`src/rtl/ntt_bank_agu_pkg.sv`:
```
// ---------------------------------------------------------------------------
// ntt_bank_agu_pkg
// Shared parameter defaults, the sequencer state encoding and a width helper
// for the NTT/INTT butterfly address generator and its bank map.
//   P_DEF    : butterflies per cycle (2*P lanes, 2*P a power of two)
//   MAP_DEF  : log2(2*P), bank-index width
//   LOGN_DEF : log2 of the polynomial length
//   BA_W_DEF : bank-address width (LOGN - MAP)
// ---------------------------------------------------------------------------
package ntt_bank_agu_pkg;

    localparam int P_DEF    = 4;
    localparam int MAP_DEF  = 3;
    localparam int LOGN_DEF = 8;
    localparam int BA_W_DEF = LOGN_DEF - MAP_DEF;

    typedef enum logic [1:0] {
        ST_IDLE  = 2'd0,
        ST_RUN   = 2'd1,
        ST_DRAIN = 2'd2
    } agu_state_t;

    // Width of the stage number; kept at least one bit wide.
    function automatic int stage_width(input int logn);
        return (logn <= 2) ? 1 : $clog2(logn);
    endfunction

endpackage

```
`src/rtl/ntt_bank_agu_if.sv`:
```
// ---------------------------------------------------------------------------
// ntt_bank_agu_if
// Command and beat-stream bundle of the butterfly address generator.
//   start, mode, out_ready : driven by the controller / downstream side
//   busy, out_valid, BI_bus, BA_bus, stage_o, last_o, done : driven by the AGU
// modport master : controller / consumer side
// modport slave  : the address generator itself
// ---------------------------------------------------------------------------
interface ntt_bank_agu_if
    import ntt_bank_agu_pkg::*;
#(
    parameter int P    = P_DEF,
    parameter int MAP  = MAP_DEF,
    parameter int LOGN = LOGN_DEF,
    parameter int BA_W = LOGN - MAP
) ();

    localparam int BI_PACK = 2 * P * MAP;
    localparam int BA_PACK = 2 * P * BA_W;
    localparam int SW      = stage_width(LOGN);

    logic               start;
    logic               mode;
    logic               out_ready;
    logic               busy;
    logic               out_valid;
    logic [BI_PACK-1:0] BI_bus;
    logic [BA_PACK-1:0] BA_bus;
    logic [SW-1:0]      stage_o;
    logic               last_o;
    logic               done;

    modport master (
        output start, mode, out_ready,
        input  busy, out_valid, BI_bus, BA_bus, stage_o, last_o, done
    );

    modport slave (
        input  start, mode, out_ready,
        output busy, out_valid, BI_bus, BA_bus, stage_o, last_o, done
    );

endinterface

```
`src/rtl/ntt_bank_map.sv`:
```
// ---------------------------------------------------------------------------
// ntt_bank_map
// Combinational map of one coefficient address onto (bank index, bank addr).
//   x  : LOGN-bit coefficient address
//   bi : MAP-bit bank index  = {parity of x[LOGN-1:LOGP], x[LOGP-1:0]}
//   ba : BA_W-bit bank address = x[LOGN-1:LOGP+1]
// The parity bit spreads the two halves of every butterfly over different
// banks, which is what keeps each beat conflict-free.
// ---------------------------------------------------------------------------
module ntt_bank_map #(
    parameter int LOGN = 8,
    parameter int MAP  = 3,
    parameter int BA_W = LOGN - MAP
) (
    input  logic [LOGN-1:0] x,
    output logic [MAP-1:0]  bi,
    output logic [BA_W-1:0] ba
);

    localparam int LOGP = MAP - 1;

    assign bi = {^x[LOGN-1:LOGP], x[LOGP-1:0]};
    assign ba = x[LOGN-1:LOGP+1];

endmodule

```
`src/rtl/ntt_bank_agu.sv`:
```
// ---------------------------------------------------------------------------
// ntt_bank_agu
// Per-cycle butterfly operand address generator for the 2*P-lane NTT/INTT
// datapath, with the bank map applied to every lane.
//   clk   : clock
//   rst_n : asynchronous active-low reset
//   bus   : ntt_bank_agu_if.slave
//           start/mode   - begin a transform (mode 0 = NTT, 1 = INTT)
//           out_ready    - downstream accepts the current beat
//           busy         - transform in progress
//           out_valid    - BI_bus/BA_bus/stage_o/last_o valid
//           BI_bus       - lane i bank index at [i*MAP +: MAP]
//           BA_bus       - lane i bank address at [i*BA_W +: BA_W]
//           stage_o      - stage of the current beat
//           last_o       - final beat of its stage
//           done         - pulse after the final beat is accepted
// Pipeline: counters -> S1 (addresses) -> bank map -> S2 (outputs).
// ---------------------------------------------------------------------------
module ntt_bank_agu
    import ntt_bank_agu_pkg::*;
#(
    parameter int P    = P_DEF,
    parameter int MAP  = MAP_DEF,
    parameter int LOGN = LOGN_DEF,
    parameter int BA_W = LOGN - MAP
) (
    input  logic          clk,
    input  logic          rst_n,
    ntt_bank_agu_if.slave bus
);

    localparam int LANES   = 2 * P;
    localparam int LOGP    = MAP - 1;
    localparam int CW      = LOGN - MAP;
    localparam int SW      = stage_width(LOGN);
    localparam int AP      = LANES * LOGN;
    localparam int BI_PACK = LANES * MAP;
    localparam int BA_PACK = LANES * BA_W;

    localparam logic [CW-1:0] CNT_MAX   = '1;
    localparam logic [SW-1:0] STAGE_MAX = SW'(LOGN - 1);

    agu_state_t         state_reg, state_next;
    logic               done_reg, done_next;
    logic               mode_reg;
    logic [CW-1:0]      cnt_reg;
    logic [SW-1:0]      stage_reg;

    logic               en;
    logic               beat_last;
    logic               final_issue;
    logic               final_accept;

    logic [SW-1:0]      half_log;
    logic [LOGN-1:0]    h_one;
    logic [LOGN-1:0]    h_mask;
    logic [AP-1:0]      gen_addr;

    logic               s1_valid_reg;
    logic               s1_last_reg;
    logic [SW-1:0]      s1_stage_reg;
    logic [AP-1:0]      s1_addr_reg;

    logic [BI_PACK-1:0] map_bi;
    logic [BA_PACK-1:0] map_ba;

    logic               out_valid_reg;
    logic               last_reg;
    logic [SW-1:0]      stage_o_reg;
    logic [BI_PACK-1:0] bi_reg;
    logic [BA_PACK-1:0] ba_reg;

    // Whole pipeline, counters included, moves only when the output slot
    // is free or being taken.
    assign en           = bus.out_ready | ~out_valid_reg;
    assign beat_last    = (cnt_reg == CNT_MAX);
    assign final_issue  = (state_reg == ST_RUN) && en && beat_last &&
                          (stage_reg == STAGE_MAX);
    assign final_accept = out_valid_reg && bus.out_ready && last_reg &&
                          (stage_o_reg == STAGE_MAX);

    // ---------------- sequencer ----------------
    always_ff @(posedge clk or negedge rst_n) begin
        if (!rst_n) begin
            state_reg <= ST_IDLE;
            done_reg  <= 1'b0;
        end else begin
            state_reg <= state_next;
            done_reg  <= done_next;
        end
    end

    always_comb begin
        state_next = state_reg;
        done_next  = 1'b0;
        case (state_reg)
            ST_IDLE: begin
                if (bus.start) state_next = ST_RUN;
            end
            ST_RUN: begin
                if (final_issue) state_next = ST_DRAIN;
            end
            ST_DRAIN: begin
                if (final_accept) begin
                    state_next = ST_IDLE;
                    done_next  = 1'b1;
                end
            end
            default: state_next = ST_IDLE;
        endcase
    end

    // ---------------- stage / beat counters ----------------
    always_ff @(posedge clk or negedge rst_n) begin
        if (!rst_n) begin
            mode_reg  <= 1'b0;
            cnt_reg   <= '0;
            stage_reg <= '0;
        end else if (state_reg == ST_IDLE) begin
            if (bus.start) begin
                mode_reg  <= bus.mode;
                cnt_reg   <= '0;
                stage_reg <= '0;
            end
        end else if (state_reg == ST_RUN && en) begin
            cnt_reg <= cnt_reg + CW'(1);
            if (beat_last && stage_reg != STAGE_MAX)
                stage_reg <= stage_reg + SW'(1);
        end
    end

    // ---------------- address generation ----------------
    // log2 of the half-distance: NTT starts at N/2 and halves, INTT starts
    // at 1 and doubles.
    assign half_log = mode_reg ? stage_reg : (STAGE_MAX - stage_reg);
    assign h_one    = LOGN'(1) << half_log;
    assign h_mask   = h_one - LOGN'(1);

    // k = cnt*P + p. Inserting a zero at bit position log2(h) turns k into
    // a = (k/h)*2h + k%h; setting that bit gives b = a + h.
    for (genvar gi = 0; gi < P; gi++) begin : g_bfly
        logic [LOGN-1:0] k;
        logic [LOGN-1:0] a;
        assign k = {1'b0, cnt_reg, LOGP'(gi)};
        assign a = ((k & ~h_mask) << 1) | (k & h_mask);
        assign gen_addr[(2*gi)*LOGN   +: LOGN] = a;
        assign gen_addr[(2*gi+1)*LOGN +: LOGN] = a | h_one;
    end

    // ---------------- S1: raw addresses ----------------
    always_ff @(posedge clk or negedge rst_n) begin
        if (!rst_n) begin
            s1_valid_reg <= 1'b0;
            s1_last_reg  <= 1'b0;
            s1_stage_reg <= '0;
            s1_addr_reg  <= '0;
        end else if (en) begin
            s1_valid_reg <= (state_reg == ST_RUN);
            s1_last_reg  <= beat_last;
            s1_stage_reg <= stage_reg;
            s1_addr_reg  <= gen_addr;
        end
    end

    // ---------------- bank map per lane ----------------
    for (genvar gi = 0; gi < LANES; gi++) begin : g_map
        ntt_bank_map #(
            .LOGN (LOGN),
            .MAP  (MAP),
            .BA_W (BA_W)
        ) u_map (
            .x  (s1_addr_reg[gi*LOGN +: LOGN]),
            .bi (map_bi[gi*MAP +: MAP]),
            .ba (map_ba[gi*BA_W +: BA_W])
        );
    end

    // ---------------- S2: output registers ----------------
    always_ff @(posedge clk or negedge rst_n) begin
        if (!rst_n) begin
            out_valid_reg <= 1'b0;
            last_reg      <= 1'b0;
            stage_o_reg   <= '0;
            bi_reg        <= '0;
            ba_reg        <= '0;
        end else if (en) begin
            out_valid_reg <= s1_valid_reg;
            last_reg      <= s1_last_reg;
            stage_o_reg   <= s1_stage_reg;
            bi_reg        <= map_bi;
            ba_reg        <= map_ba;
        end
    end

    assign bus.busy      = (state_reg != ST_IDLE);
    assign bus.out_valid = out_valid_reg;
    assign bus.BI_bus    = bi_reg;
    assign bus.BA_bus    = ba_reg;
    assign bus.stage_o   = stage_o_reg;
    assign bus.last_o    = last_reg;
    assign bus.done      = done_reg;

endmodule

```
`src/flat_wrapper.sv`:
```
// flat-port wrapper written by rule: the top's interface ports become plain ports
module ntt_bank_agu_flat import ntt_bank_agu_pkg::*;
#(
    parameter int P    = P_DEF,
    parameter int MAP  = MAP_DEF,
    parameter int LOGN = LOGN_DEF,
    parameter int BA_W = LOGN - MAP
)
  (clk, rst_n, bus_start, bus_mode, bus_out_ready, bus_busy, bus_out_valid, bus_BI_bus, bus_BA_bus, bus_stage_o, bus_last_o, bus_done);
  ntt_bank_agu_if #(.P(P), .MAP(MAP), .LOGN(LOGN), .BA_W(BA_W)) bus_i ();
  input  logic clk;
  input  logic rst_n;
  input wire logic [$bits(bus_i.start)-1:0] bus_start;
  input wire logic [$bits(bus_i.mode)-1:0] bus_mode;
  input wire logic [$bits(bus_i.out_ready)-1:0] bus_out_ready;
  output wire logic [$bits(bus_i.busy)-1:0] bus_busy;
  output wire logic [$bits(bus_i.out_valid)-1:0] bus_out_valid;
  output wire logic [$bits(bus_i.BI_bus)-1:0] bus_BI_bus;
  output wire logic [$bits(bus_i.BA_bus)-1:0] bus_BA_bus;
  output wire logic [$bits(bus_i.stage_o)-1:0] bus_stage_o;
  output wire logic [$bits(bus_i.last_o)-1:0] bus_last_o;
  output wire logic [$bits(bus_i.done)-1:0] bus_done;
  assign bus_i.start = bus_start;
  assign bus_i.mode = bus_mode;
  assign bus_i.out_ready = bus_out_ready;
  assign bus_busy = bus_i.busy;
  assign bus_out_valid = bus_i.out_valid;
  assign bus_BI_bus = bus_i.BI_bus;
  assign bus_BA_bus = bus_i.BA_bus;
  assign bus_stage_o = bus_i.stage_o;
  assign bus_last_o = bus_i.last_o;
  assign bus_done = bus_i.done;
  ntt_bank_agu #(.P(P), .MAP(MAP), .LOGN(LOGN), .BA_W(BA_W)) u_core (.clk(clk), .rst_n(rst_n), .bus(bus_i));
endmodule
```
`config.mk`:
```
export PLATFORM = sky130hd
export DESIGN_NAME = ntt_bank_agu_flat
export DESIGN_NICKNAME = d
export VERILOG_FILES = /design/src/rtl/ntt_bank_agu_pkg.sv /design/src/rtl/ntt_bank_agu_if.sv /design/src/rtl/ntt_bank_map.sv /design/src/rtl/ntt_bank_agu.sv /design/src/flat_wrapper.sv
export SDC_FILE = /design/constraint.sdc
export NUM_CORES = 1
export LEC_CHECK = 0
export BUFFER_PORTS_ARGS = -buffer_cell sky130_fd_sc_hd__buf_2
export CAP_MARGIN = 20
export CORE_MARGIN = 1
export CORE_UTILIZATION = 41
export CTS_CLUSTER_DIAMETER = 80
export DETAILED_ROUTE_END_ITERATION = 8
export PLACE_DENSITY = 0.63
export RECOVER_POWER = 50
export SYNTH_ARGS = -nofsm -noshare
export SYNTH_HDL_FRONTEND = slang
export SYNTH_HIERARCHICAL = 1
export SYNTH_SLANG_ARGS = --single-unit
```
`constraint.sdc`:
```
create_clock -name clk -period 2.2 [get_ports clk]
set_input_delay 0 -clock clk [delete_from_list [all_inputs] [get_ports clk]]
set_output_delay 0 -clock clk [all_outputs]
set_load 0.01 [all_outputs]
```
==> results by group, run 1 <==
Run status
  – Status: complete, no violations

STA
  – Total Negative Setup Slacks: 0 ns
  – Count of final setup violators: 0
  – Final worst-path setup slack: between 0.1 and 0.15 ns
  – Worst slew slack as a fraction of its limit: 23.0%
  – Setup repair after global routing missed its margin: false
  – Maximum clock skew at final layout: 0.00843 ns
  – Upper clock frequency limit: 487 MHz
  – Final hold violation count: 0
  – Final worst path period share: approximately 93%
  – Final number of max-transition violations: 0
  – Clock period minus worst slack: around 2.1 ns
  – Worst Tran Pin Value: 1.15 ns

Synth
  – Number of synthesized flops with an enable pin: 0
  – Cell types occupying the most area after synthesis: sky130_fd_sc_hd__dfrtp_1 (50%), sky130_fd_sc_hd__nand2_1 (16%), sky130_fd_sc_hd__buf_4 (7.6%)
  – Cell type with the largest total area after synthesis: sky130_fd_sc_hd__dfrtp_1
  – Number of storage elements in the synthesis netlist: 109
  – Top post-synthesis cells by count: sky130_fd_sc_hd__nand2_1 (241), sky130_fd_sc_hd__dfrtp_1 (109), sky130_fd_sc_hd__buf_4 (56)
  – YS warnings: 6
  – Cell with the most instances after synthesis: sky130_fd_sc_hd__nand2_1
  – Async set-or-reset flop fraction in the synthesized netlist: 100%
  – Proportion of synthesized chip area in sequential cells: 49.5%
  – Most used flip-flop cell after synthesis: sky130_fd_sc_hd__dfrtp_1
  – Area share of the leading cell type in the synthesized netlist: 49.5%
  – Avg Cell Area, Syn: 9.24 um2
  – Mapped cell area: ~0.0055 mm2
  – Count of unique library cells instantiated by Yosys: 55
  – Post-synthesis cell count: 596

Layout
  – Final Instance Count excl. Fillers: 792
  – Net total in the final layout: 628
  – Post-Route Utilization: 45.9%
  – Relative area change from synthesis to final layout: 7.36%
  – Diodes inserted: 0
  – Layout cells sized above 1: 8.23%
  – Post-layout instance area: 0.00591 mm2
  – Layout filler cell count: approximately 1300
  – Number of flip-flops under the largest register name: 40

Floorplanning
  – # rows: 41
  – Floorplan die width: 118 um
  – Placeable Area: ~0.013 mm2
  – Overall die area: 0.0139 mm2
  – Initial cell density of the core: 42.8%
  – Die H: 118 um
  – Top Ports: 76

Worst setup path
  – Critical Path Max Stage Delay: 0.50 ns
  – Critical path capture point type: flop
  – Worst path arrival time: approximately 2.3 ns
  – Maximum fanout along the worst path: 15
  – Slowest cell on crit path: sky130_fd_sc_hd__dfrtp_2
  – Required time at the worst-slack endpoint: about 2.5 ns
  – Startpoint types: flop
  – Largest delay contributor family on the critical path: compound AO/OA/AOI/OAI gates
  – Class of the most critical setup path: reg -> reg
  – Cell chain of the critical path: and2b_1, a22o_1, inv_1, ha_1, a21oi_2, a211oi_1, mux2_4
  – Worst path buffer plus inverter count: 1

CTS
  – Clock latency of the later-clocked register in the worst-skew pair: ~0.35 ns
  – Inserted Clock Buffers: 9
  – Clock slew seen by the registers of the worst setup and hold paths: 0.07 ns
  – TritonCTS clock tree: done
  – H-tree Lvls: 3
  – Number of buffers on the longest clock path: 2
  – Clock Tree Root: sky130_fd_sc_hd__clkbuf_16
  – Clock Sink Count: 109

Place
  – DP HPWL: about 7.6 mm
  – Total cell area at the placement stage: 0.00568 mm2
  – GP Congestion: 0.843
  – Inst Count DP: 773
  – Count of buffers from port buffering: 75
  – Pre-CTS setup slack: 0.126 ns

Route
  – Ratio of routed vias to standard cells: roughly 5
  – Detailed-route wire length per cell: 13.8 um
  – Via Count: 3876
  – Number of nets with antenna violations after detailed routing: 0
  – First-pass iteration count of the detailed router: 4
  – Number of DRC markers in iteration 0: about 360
  – Total wire length: 10.9 mm
  – Post-detailed-route DRC marker count: 0

Power
  – Max VDD drop: 0.520 mV
  – Leak pwr: 2.92 nW
  – Power per unit of standard cell area: 1410 mW/mm2

Global route
  – Global-route wire length before repair: around 19 mm
  – Via count of the first global-routing pass: 3697
  – Largest net degree at the start of global routing: 46
  – Initial antenna violation count: 0
  – GRT Overall Usage: 16.9%
  – Overflow after GRT: 0

Min path
  – Min-delay worst type: in -> reg

Flow run
  – Maxcap violations: 0
[area by class of cell]
class                           instances  area (um2)  share of cell area (%)
Tap cell                              172         215                    3.64
Clock inverter                          5        57.6                   0.974
Multi-Input combinational cell        395        2220                    37.6
Timing Repair Buffer                   90         409                    6.92
Clock buffer                           11         243                    4.11
Sequential cell                       109        2730                    46.2
Inverter                               10        37.5                   0.635
[kinds of logic after synthesis]
logic type / count (synthesis) / share of synthesized area (%)
AND/OR/NAND/NOR: 291 / 21.6
XOR/XNOR: 33 / 8.34
other: 1 / 0.0681
buffers and inverters: 94 / 10.5
multiplexers: 5 / 1.02
flip-flops: 109 / 49.5
adder cells (fa/ha/maj): 8 / 1.82
AO/OA/AOI/OAI: 55 / 7.02
[cells in the final DEF (no fill, tap or decap), types with 5 or more instances in the layout]
cell type / instances
sky130_fd_sc_hd__o21ai_0: 5
sky130_fd_sc_hd__a22o_1: 8
sky130_fd_sc_hd__inv_1: 9
sky130_fd_sc_hd__xnor2_2: 8
sky130_fd_sc_hd__clkbuf_1: 70
sky130_fd_sc_hd__buf_4: 11
sky130_fd_sc_hd__nand2_1: 241
sky130_fd_sc_hd__nor2_1: 20
sky130_fd_sc_hd__ha_1: 8
sky130_fd_sc_hd__xnor3_1: 8
sky130_fd_sc_hd__clkbuf_16: 9
sky130_fd_sc_hd__dfrtp_1: 108
sky130_fd_sc_hd__xnor2_1: 17
sky130_fd_sc_hd__a21oi_1: 13
sky130_fd_sc_hd__nand3_1: 5
sky130_fd_sc_hd__buf_2: 5
[worst reg2reg max path: stages (launching register included)]
cell,delay (ns)
sky130_fd_sc_hd__dfrtp_2,0.50
sky130_fd_sc_hd__and2b_1,0.23
sky130_fd_sc_hd__a22o_1,0.28
sky130_fd_sc_hd__inv_1,0.12
sky130_fd_sc_hd__ha_1,0.29
sky130_fd_sc_hd__a21oi_2,0.06
sky130_fd_sc_hd__a211oi_1,0.31
sky130_fd_sc_hd__mux2_4,0.20
[power breakdown]
group	switching, W	internal (W)
logic	0.00147	0.00170
clock network	0.000712	0.000917
registers	0.000829	0.00270
[per-layer routing]
layer  track usage (%)  part of all wire (%)  wire length, um  up-vias
li1                  -                     -                -     1884
met2              27.0                    46             5050       90
met1              22.3                    47             5130     1885
met3              4.12                   4.7              507       17
met5                 0                     0                0        -
met4              6.17                   2.0              217        0
[per-stage QoR]
step	power (W)	hold slack, ns
after global placement	0.00677	0.0507
after detailed placement	0.00687	0.0570
after floorplan	0.00631	-0.296
after CTS	0.00851	0.0459
final	0.00833	0.0504
after global routing	0.00897	0.0892
[what timing repair did]
item                                    in CTS  in global routing
setup buffers                                0                  0
hold buffers                                 3                  0
gates resized for setup                      0                  1
endpoints found under the hold margin       46                  0
endpoints found under the setup margin       0                  5
[worst paths after layout]
| check | cells past startpoint | slack [ns] | endpoint | start |
|---|---|---|---|---|
| worst max-delay path | 7 | 0.15 | u_core/s1_addr_reg[55] | u_core/stage_reg[0] |
| worst min-delay path | 3 | 0.05 | u_core/state_reg[0] | bus_start |
| worst max register to register | 7 | 0.15 | u_core/s1_addr_reg[55] | u_core/stage_reg[0] |
| worst min register to register | 2 | 0.45 | u_core/bus.out_valid | u_core/s1_valid_reg |
| max in group asynchronous | 3 | 0.56 | u_core/bus.BA_bus[33] | rst_n |
| min in group asynchronous | 2 | 0.42 | u_core/bus.BA_bus[24] | rst_n |
(Power assumes the default switching activity.)
==> run 2: changes to the inputs <==
HOLD_SLACK_MARGIN = 0.06   (was default)
REMOVE_ABC_BUFFERS = 1   (was default)
==> results by group, run 2 (synthesis results as in run 1) <==
Run status
  – Status: complete, no violations (unchanged)

Route
  – Number of DRC markers in iteration 0: 307 (was 364)
  – Total wire length: 10.6 mm (was 10.9 mm)
  – Detailed-route wire length per cell: 13.3 um (was 13.8 um)
  – Via Count: 3829 (was 3876)
  – Ratio of routed vias to standard cells: 4.83 (was 4.89)
  – First-pass iteration count of the detailed router: 4 (unchanged)
  – Number of nets with antenna violations after detailed routing: 0 (unchanged)
  – Post-detailed-route DRC marker count: 0 (unchanged)

STA
  – Maximum clock skew at final layout: 0.00310 ns (was 0.00843 ns)
  – Count of final setup violators: 0 (unchanged)
  – Final worst path period share: 87.9% (was 93.4%)
  – Worst Tran Pin Value: 1.27 ns (was 1.15 ns)
  – Final hold violation count: 0 (unchanged)
  – Setup repair after global routing missed its margin: false (unchanged)
  – Final number of max-transition violations: 0 (unchanged)
  – Clock period minus worst slack: 1.93 ns (was 2.05 ns)
  – Worst slew slack as a fraction of its limit: 15.5% (was 23.0%)
  – Upper clock frequency limit: 517 MHz (was 487 MHz)

CTS
  – Hold_buf cts: 4 (was 3)
  – Clock Tree Root: sky130_fd_sc_hd__clkbuf_16 (unchanged)
  – Post-CTS Setup Bufs: 0 (unchanged)
  – Clock Sink Count: 109 (unchanged)
  – Clock latency of the later-clocked register in the worst-skew pair: 0.34 ns (was 0.35 ns)
  – Number of buffers on the longest clock path: 2 (unchanged)
  – Clock slew seen by the registers of the worst setup and hold paths: 0.07 ns (about the same)
  – H-tree Lvls: 3 (unchanged)
  – TritonCTS clock tree: done (unchanged)
  – CTS-repair resized insts: 0 (unchanged)
  – Inserted Clock Buffers: 9 (unchanged)

Worst setup path
  – Required time at the worst-slack endpoint: 2.48 ns (was 2.49 ns)
  – Capturing point of the worst reg2reg path: u_core/s1_addr_reg[55] (unchanged)
  – Start of the worst register-to-register path: u_core/stage_reg[0] (unchanged)
  – Worst path arrival time: 2.22 ns (was 2.34 ns)
  – Startpoint types: flop (unchanged)
  – Critical path capture point type: flop (unchanged)
  – Register-to-register setup slack: 0.27 ns (was 0.15 ns)
  – Maximum fanout along the worst path: 8 (was 15)
  – Worst setup path startpoint: u_core/stage_reg[0] (unchanged)
  – Class of the most critical setup path: reg -> reg (unchanged)
  – Number of cells traversed by the worst register-to-register path: 7 (unchanged)

Place
  – DP HPWL: 7.38 mm (was 7.64 mm)
  – Count of buffers from port buffering: 75 (unchanged)
  – GP Congestion: 0.848 (was 0.843)
  – Inst Count DP: 773 (unchanged)

Layout
  – Relative area change from synthesis to final layout: 7.32% (was 7.36%)
  – Number of flip-flops under the largest register name: 40 (unchanged)
  – Net total in the final layout: 629 (was 628)
  – Final Instance Count excl. Fillers: 793 (was 792)
  – Diodes inserted: 0 (unchanged)
  – Layout cells sized above 1: 8.05% (was 8.23%)
  – Most frequent standard cell in the layout excluding fill and tap cells: sky130_fd_sc_hd__nand2_1 (unchanged)
  – Post-Route Utilization: 45.9% (about the same)
  – Layout filler cell count: 1277 (was 1281)
  – Most used cells in the layout excluding fill and tap cells: sky130_fd_sc_hd__nand2_1 (241), sky130_fd_sc_hd__dfrtp_1 (109), sky130_fd_sc_hd__clkbuf_1 (70), sky130_fd_sc_hd__nor2_1 (20), sky130_fd_sc_hd__xnor2_1 (17) (was sky130_fd_sc_hd__nand2_1 (241), sky130_fd_sc_hd__dfrtp_1 (108), sky130_fd_sc_hd__clkbuf_1 (70), sky130_fd_sc_hd__nor2_1 (20), sky130_fd_sc_hd__xnor2_1 (17))

Global route
  – Overflow after GRT: 0 (unchanged)
  – Global-route wire length before repair: 18.2 mm (was 18.5 mm)
  – Largest net degree at the start of global routing: 50 (was 46)
  – Initial antenna violation count: 0 (unchanged)
  – Via count of the first global-routing pass: 3680 (was 3697)
  – GRT Overall Usage: 16.2% (was 16.9%)

Power
  – Leak pwr: 2.92 nW (about the same)
  – Max VDD drop: 0.407 mV (was 0.520 mV)
  – Sequential cell fraction of total power: 42.4% (about the same)
  – Sw Pwr: 0.00292 W (was 0.00302 W)
  – Switching share of power: 35.8% (was 36.2%)
  – Part of the total power dissipated in combinational logic: 39.1% (was 38.1%)
  – Total power consumption of the routed design: 0.00814 W (was 0.00833 W)
  – Power per unit of standard cell area: 1380 mW/mm2 (was 1410 mW/mm2)
  – Internal cell power: 0.00522 W (was 0.00531 W)
  – Fraction of power consumed by the clock network: 18.5% (was 19.6%)

Floorplanning
  – Overall die area: 0.0139 mm2 (unchanged)
  – Floorplan die width: 118 um (unchanged)
  – Placeable Area: 0.0129 mm2 (unchanged)
  – # rows: 41 (unchanged)
  – Initial cell density of the core: 42.8% (unchanged)
  – Die H: 118 um (unchanged)
  – Top Ports: 76 (unchanged)

Min path
  – Endpoint of the worst hold path: u_core/mode_reg (was u_core/state_reg[0])
  – Worst Min Path Start: bus_mode (was bus_start)
  – Min-delay worst type: in -> reg (unchanged)
  – Hold Path Depth: 3 (unchanged)

Flow run
  – Maxcap violations: 0 (unchanged)
run 2: changes by cell type in the layout (fill, tap and decap cells not counted), sizes merged:
cell         before  now
clkinv            3    5
bufinv            1    0
dlygate4sd3       3    4
inv              11   10
run 2: area by class of cell:
class / instances / area, um2 / share of cell area [%]
flip-flops and latches: 109 / 2730 / 46.2
clock inverters: 5 / 25.0 / 0.424
repair buffers: 91 / 430 / 7.29
multi-input cells: 395 / 2220 / 37.6
well taps: 172 / 215 / 3.64
inverters: 10 / 37.5 / 0.635
clock buffers: 11 / 253 / 4.28
run 2: per-layer routing:
metal	GRT usage [%]	vias to the layer above	wire, um
li1	-	1896	-
met1	21.5	1850	4860
met2	26.7	70	5210
met3	2.47	13	360
met4	5.93	0	140
met5	0	-	0
run 2: worst max path at each step:
stage / cells past startpoint / to / slack [ns]
2_1_floorplan: 4 / u_core/cnt_reg[2] / -2.15
3_3_place_gp: 7 / u_core/s1_addr_reg[55] / 0.33
3_5_place_dp: 7 / u_core/s1_addr_reg[55] / 0.28
4_1_cts: 7 / u_core/s1_addr_reg[55] / 0.27
5_1_grt: 7 / u_core/s1_addr_reg[55] / 0.11
6_report: 7 / u_core/s1_addr_reg[55] / 0.27
run 2: critical path, cell delays in order (launching register included):
cell	delay [ns]
sky130_fd_sc_hd__dfrtp_1	0.46
sky130_fd_sc_hd__and2b_1	0.23
sky130_fd_sc_hd__a22o_1	0.27
sky130_fd_sc_hd__inv_1	0.11
sky130_fd_sc_hd__ha_1	0.27
sky130_fd_sc_hd__a21oi_2	0.06
sky130_fd_sc_hd__a211oi_1	0.28
sky130_fd_sc_hd__mux2_4	0.20
run 2: per-stage QoR:
step	TNS, ns	setup WS, ns	cell area, um2	hold slack (ns)
after floorplan	-147.71	-2.15	4970	-0.296
after global placement	0	0.333	5680	0.0623
after detailed placement	0	0.284	5680	0.0799
after CTS	0	0.268	6000	0.247
after global routing	0	0.107	5910	0.457
final	0	0.267	5910	0.444
run 2: power groups by stage:
stage               registers (W)  clock network (W)  logic (W)
floorplan                 0.00356                  0    0.00221
global route              0.00358            0.00165    0.00356
detailed placement        0.00349                  0    0.00334
CTS                       0.00345            0.00157    0.00335
global placement          0.00344                  0    0.00326
finish                    0.00345            0.00150    0.00318
==> run 3: changes to the inputs <==
PLACE_DENSITY = 0.66   (was 0.63)
SYNTH_HIERARCHICAL = default   (was 1)
==> results by group, run 3 <==
CTS
  – Clock slew seen by the registers of the worst setup and hold paths: 0.07 ns (about the same)
  – Clock Tree Root: sky130_fd_sc_hd__clkbuf_8 (was sky130_fd_sc_hd__clkbuf_16)
  – Inserted Clock Buffers: 9 (unchanged)
  – Clock Sink Count: 68 (was 109)
  – CTS-repair resized insts: 0 (unchanged)
  – H-tree Lvls: 3 (unchanged)
  – Post-CTS Setup Bufs: 0 (unchanged)
  – TritonCTS clock tree: done (unchanged)
  – Number of buffers on the longest clock path: 2 (unchanged)
  – Clock latency of the later-clocked register in the worst-skew pair: 0.34 ns (about the same)

Power
  – Fraction of power consumed by the clock network: 44.4% (was 18.5%)
  – Sw Pwr: 0.000503 W (was 0.00292 W)
  – Switching share of power: 21.8% (was 35.8%)
  – Total power consumption of the routed design: 0.00231 W (was 0.00814 W)
  – Leak pwr: 1.93 nW (was 2.92 nW)
  – Sequential cell fraction of total power: 54.1% (was 42.4%)
  – Part of the total power dissipated in combinational logic: 1.5% (was 39.1%)
  – Internal cell power: 0.00181 W (was 0.00522 W)
  – Power per unit of standard cell area: 592 mW/mm2 (was 1380 mW/mm2)
  – Max VDD drop: 0.209 mV (was 0.407 mV)

Layout
  – Diodes inserted: 0 (unchanged)
  – Most frequent standard cell in the layout excluding fill and tap cells: sky130_fd_sc_hd__nand2_1 (unchanged)
  – Layout filler cell count: 807 (was 1277)
  – Area of the multi-input gates: 0.00140 mm2 (was 0.00222 mm2)
  – Relative area change from synthesis to final layout: 11.1% (was 7.32%)
  – Register area: 0.00170 mm2 (was 0.00273 mm2)
  – Final Instance Count excl. Fillers: 525 (was 793)
  – Layout cells sized above 1: 19.8% (was 8.05%)
  – Number of flip-flops under the largest register name: 23 (was 40)
  – Post-Route Utilization: 47.3% (was 45.9%)
  – Most used cells in the layout excluding fill and tap cells: sky130_fd_sc_hd__nand2_1 (101), sky130_fd_sc_hd__dfrtp_1 (68), sky130_fd_sc_hd__buf_2 (38), sky130_fd_sc_hd__clkbuf_1 (34), sky130_fd_sc_hd__nor2_1 (24) (was sky130_fd_sc_hd__nand2_1 (241), sky130_fd_sc_hd__dfrtp_1 (109), sky130_fd_sc_hd__clkbuf_1 (70), sky130_fd_sc_hd__nor2_1 (20), sky130_fd_sc_hd__xnor2_1 (17))
  – Net total in the final layout: 428 (was 629)

Synth
  – Cell types occupying the most area after synthesis: sky130_fd_sc_hd__dfrtp_1 (48%), sky130_fd_sc_hd__nand2_1 (11%), sky130_fd_sc_hd__buf_4 (8.8%) (was sky130_fd_sc_hd__dfrtp_1 (50%), sky130_fd_sc_hd__nand2_1 (16%), sky130_fd_sc_hd__buf_4 (7.6%))
  – Most used flip-flop cell after synthesis: sky130_fd_sc_hd__dfrtp_1 (unchanged)
  – Number of synthesized flops with an enable pin: 0 (unchanged)
  – Count of unique library cells instantiated by Yosys: 50 (was 55)
  – Mapped cell area: 0.00351 mm2 (was 0.00551 mm2)
  – Cell type with the largest total area after synthesis: sky130_fd_sc_hd__dfrtp_1 (unchanged)
  – YS warnings: 0 (was 6)
  – Async set-or-reset flop fraction in the synthesized netlist: 100% (unchanged)
  – Area share of the leading cell type in the synthesized netlist: 48.4% (was 49.5%)
  – Proportion of synthesized chip area in sequential cells: 48.4% (was 49.5%)
  – Number of storage elements in the synthesis netlist: 68 (was 109)
  – Cell with the most instances after synthesis: sky130_fd_sc_hd__nand2_1 (unchanged)
  – Avg Cell Area, Syn: 9.32 um2 (was 9.24 um2)
  – Post-synthesis cell count: 377 (was 596)
  – Top post-synthesis cells by count: sky130_fd_sc_hd__nand2_1 (101), sky130_fd_sc_hd__dfrtp_1 (68), sky130_fd_sc_hd__buf_4 (41) (was sky130_fd_sc_hd__nand2_1 (241), sky130_fd_sc_hd__dfrtp_1 (109), sky130_fd_sc_hd__buf_4 (56))

Worst setup path
  – Maximum fanout along the worst path: 5 (was 8)
  – Required time at the worst-slack endpoint: 2.47 ns (was 2.48 ns)
  – Worst path arrival time: 2.22 ns (about the same)
  – Startpoint types: flop (unchanged)
  – Critical path capture point type: flop (unchanged)
  – Critical Path Max Stage Delay: 0.41 ns (was 0.46 ns)
  – Slowest cell on crit path: sky130_fd_sc_hd__dfrtp_1 (unchanged)
  – Class of the most critical setup path: reg -> reg (unchanged)
  – Cell chain of the critical path: nand2b_1, o22ai_1, inv_1, ha_1, nor3_1, o21ai_0, a21oi_1 (was and2b_1, a22o_1, inv_1, ha_1, a21oi_2, a211oi_1, mux2_4)

STA
  – Worst-case hold slack: 0.120 ns (was 0.444 ns)
  – Maximum clock skew at final layout: 0.00646 ns (was 0.00310 ns)
  – Setup repair after global routing missed its margin: false (unchanged)
  – Clock period minus worst slack: 1.95 ns (was 1.93 ns)
  – Final number of max-transition violations: 69 (was 0)
  – Upper clock frequency limit: 513 MHz (was 517 MHz)
  – Final worst path period share: 88.7% (was 87.9%)
  – Final hold violation count: 0 (unchanged)
  – Worst slew slack as a fraction of its limit: -10.8% (was 15.5%)
  – Total Negative Setup Slacks: 0 ns (unchanged)
  – Count of final setup violators: 0 (unchanged)
  – Worst Tran Pin Value: 1.66 ns (was 1.27 ns)

Floorplanning
  – Floorplan die width: 94.6 um (was 118 um)
  – Overall die area: 0.00895 mm2 (was 0.0139 mm2)
  – Top Ports: 76 (unchanged)
  – Placeable Area: 0.00826 mm2 (was 0.0129 mm2)
  – Die H: 94.6 um (was 118 um)
  – Initial cell density of the core: 42.6% (was 42.8%)
  – # rows: 33 (was 41)

Place
  – GP Congestion: 0.860 (was 0.848)
  – DP HPWL: 4.53 mm (was 7.38 mm)
  – Count of buffers from port buffering: 72 (was 75)
  – Inst Count DP: 506 (was 773)

Route
  – First-pass iteration count of the detailed router: 4 (unchanged)
  – Via Count: 2542 (was 3829)
  – Ratio of routed vias to standard cells: 4.84 (was 4.83)
  – Total wire length: 6.68 mm (was 10.6 mm)
  – Post-detailed-route DRC marker count: 0 (unchanged)
  – Number of nets with antenna violations after detailed routing: 0 (unchanged)
  – Detailed-route wire length per cell: 12.7 um (was 13.3 um)
  – Number of DRC markers in iteration 0: 155 (was 307)

Run status
  – Status: complete, but fails checks (was complete, no violations)
  – Violated checks: max-capacitance violations, max-slew violations

Global route
  – Via count of the first global-routing pass: 2266 (was 3680)
  – Initial antenna violation count: 0 (unchanged)
  – GRT Overall Usage: 16.3% (was 16.2%)
  – Overflow after GRT: 0 (unchanged)
  – Largest net degree at the start of global routing: 69 (was 50)
  – Global-route wire length before repair: 11.0 mm (was 18.2 mm)

Min path
  – Min-delay worst type: in -> reg (unchanged)

Flow run
  – Maxcap violations: 1 (was 0)
==> run 3: kinds of logic after synthesis <==
logic type / share of synthesized area [%]
flip-flops: 48.4
buffers and inverters: 12.1
AO/OA/AOI/OAI: 10.6
other: 0.107
XOR/XNOR: 3.95
AND/OR/NAND/NOR: 19.1
adder cells (fa/ha/maj): 2.85
multiplexers: 2.81
==> run 3: critical path, delay by kind of cell, from the launching register on <==
family | cells | cell delay [ns]
AOI/OAI and AO/OA | 3 | 0.56
adders and majority gates | 1 | 0.25
buffers and inverters | 1 | 0.11
DFF | 1 | 0.41
and+or+nand+nor | 2 | 0.54
==> run 3: repair_timing <==
action,in CTS,in global routing
hold endpoints to repair,75,0
hold buffers,3,0
endpoints found under the setup margin,0,0
==> run 3: area by class of cell <==
type	count	share of cell area, %
Clock buffer	10	3.52
Clock inverter	6	1.63
Inverter	7	0.673
Multi-Input combinational cell	243	36.0
Sequential cell	68	43.6
Tap cell	105	3.36
Timing Repair Buffer	86	11.3
==> run 3: layer usage <==
layer / wire (um) / track usage, % / part of all wire (%)
met5: 0 / 0 / 0
met2: 3050 / 25.2 / 46
met1: 3250 / 21.8 / 49
met4: 91 / 6.06 / 1.4
met3: 287 / 4.35 / 4.3
==> run 3: power by group through the flow <==
stage                     Combinational (W)  Clock, W  Sequential [W]
after floorplan                  0.00000250         0         0.00127
after global placement            0.0000366         0         0.00127
after detailed placement          0.0000368         0         0.00127
after CTS                         0.0000409   0.00106         0.00125
after global routing              0.0000421   0.00112         0.00125
final                             0.0000350   0.00103         0.00125
==> run 3: worst paths after layout <==
check                                 startpoint                      to  cells after the start  slack, ns
min in group asynchronous                  rst_n   u_core.bus.BI_bus[21]                      3       0.69
min                                    bus_start     u_core.stage_reg[0]                      4       0.12
max in group asynchronous                  rst_n       u_core.cnt_reg[4]                      3       0.49
min reg2reg                u_core.bus.BI_bus[19]   u_core.bus.BI_bus[19]                      2       0.46
max                              u_core.mode_reg  u_core.s1_addr_reg[59]                      7       0.25
max reg2reg                      u_core.mode_reg  u_core.s1_addr_reg[59]                      7       0.25
==> run 3: through the flow <==
| step | setup WS (ns) | cell area [um2] |
|---|---|---|
| floorplan | -0.439 | 3120 |
| global placement | 0.327 | 3730 |
| detailed placement | 0.265 | 3730 |
| CTS | 0.237 | 3960 |
| global route | 0.0590 | 3910 |
| finish | 0.249 | 3910 |
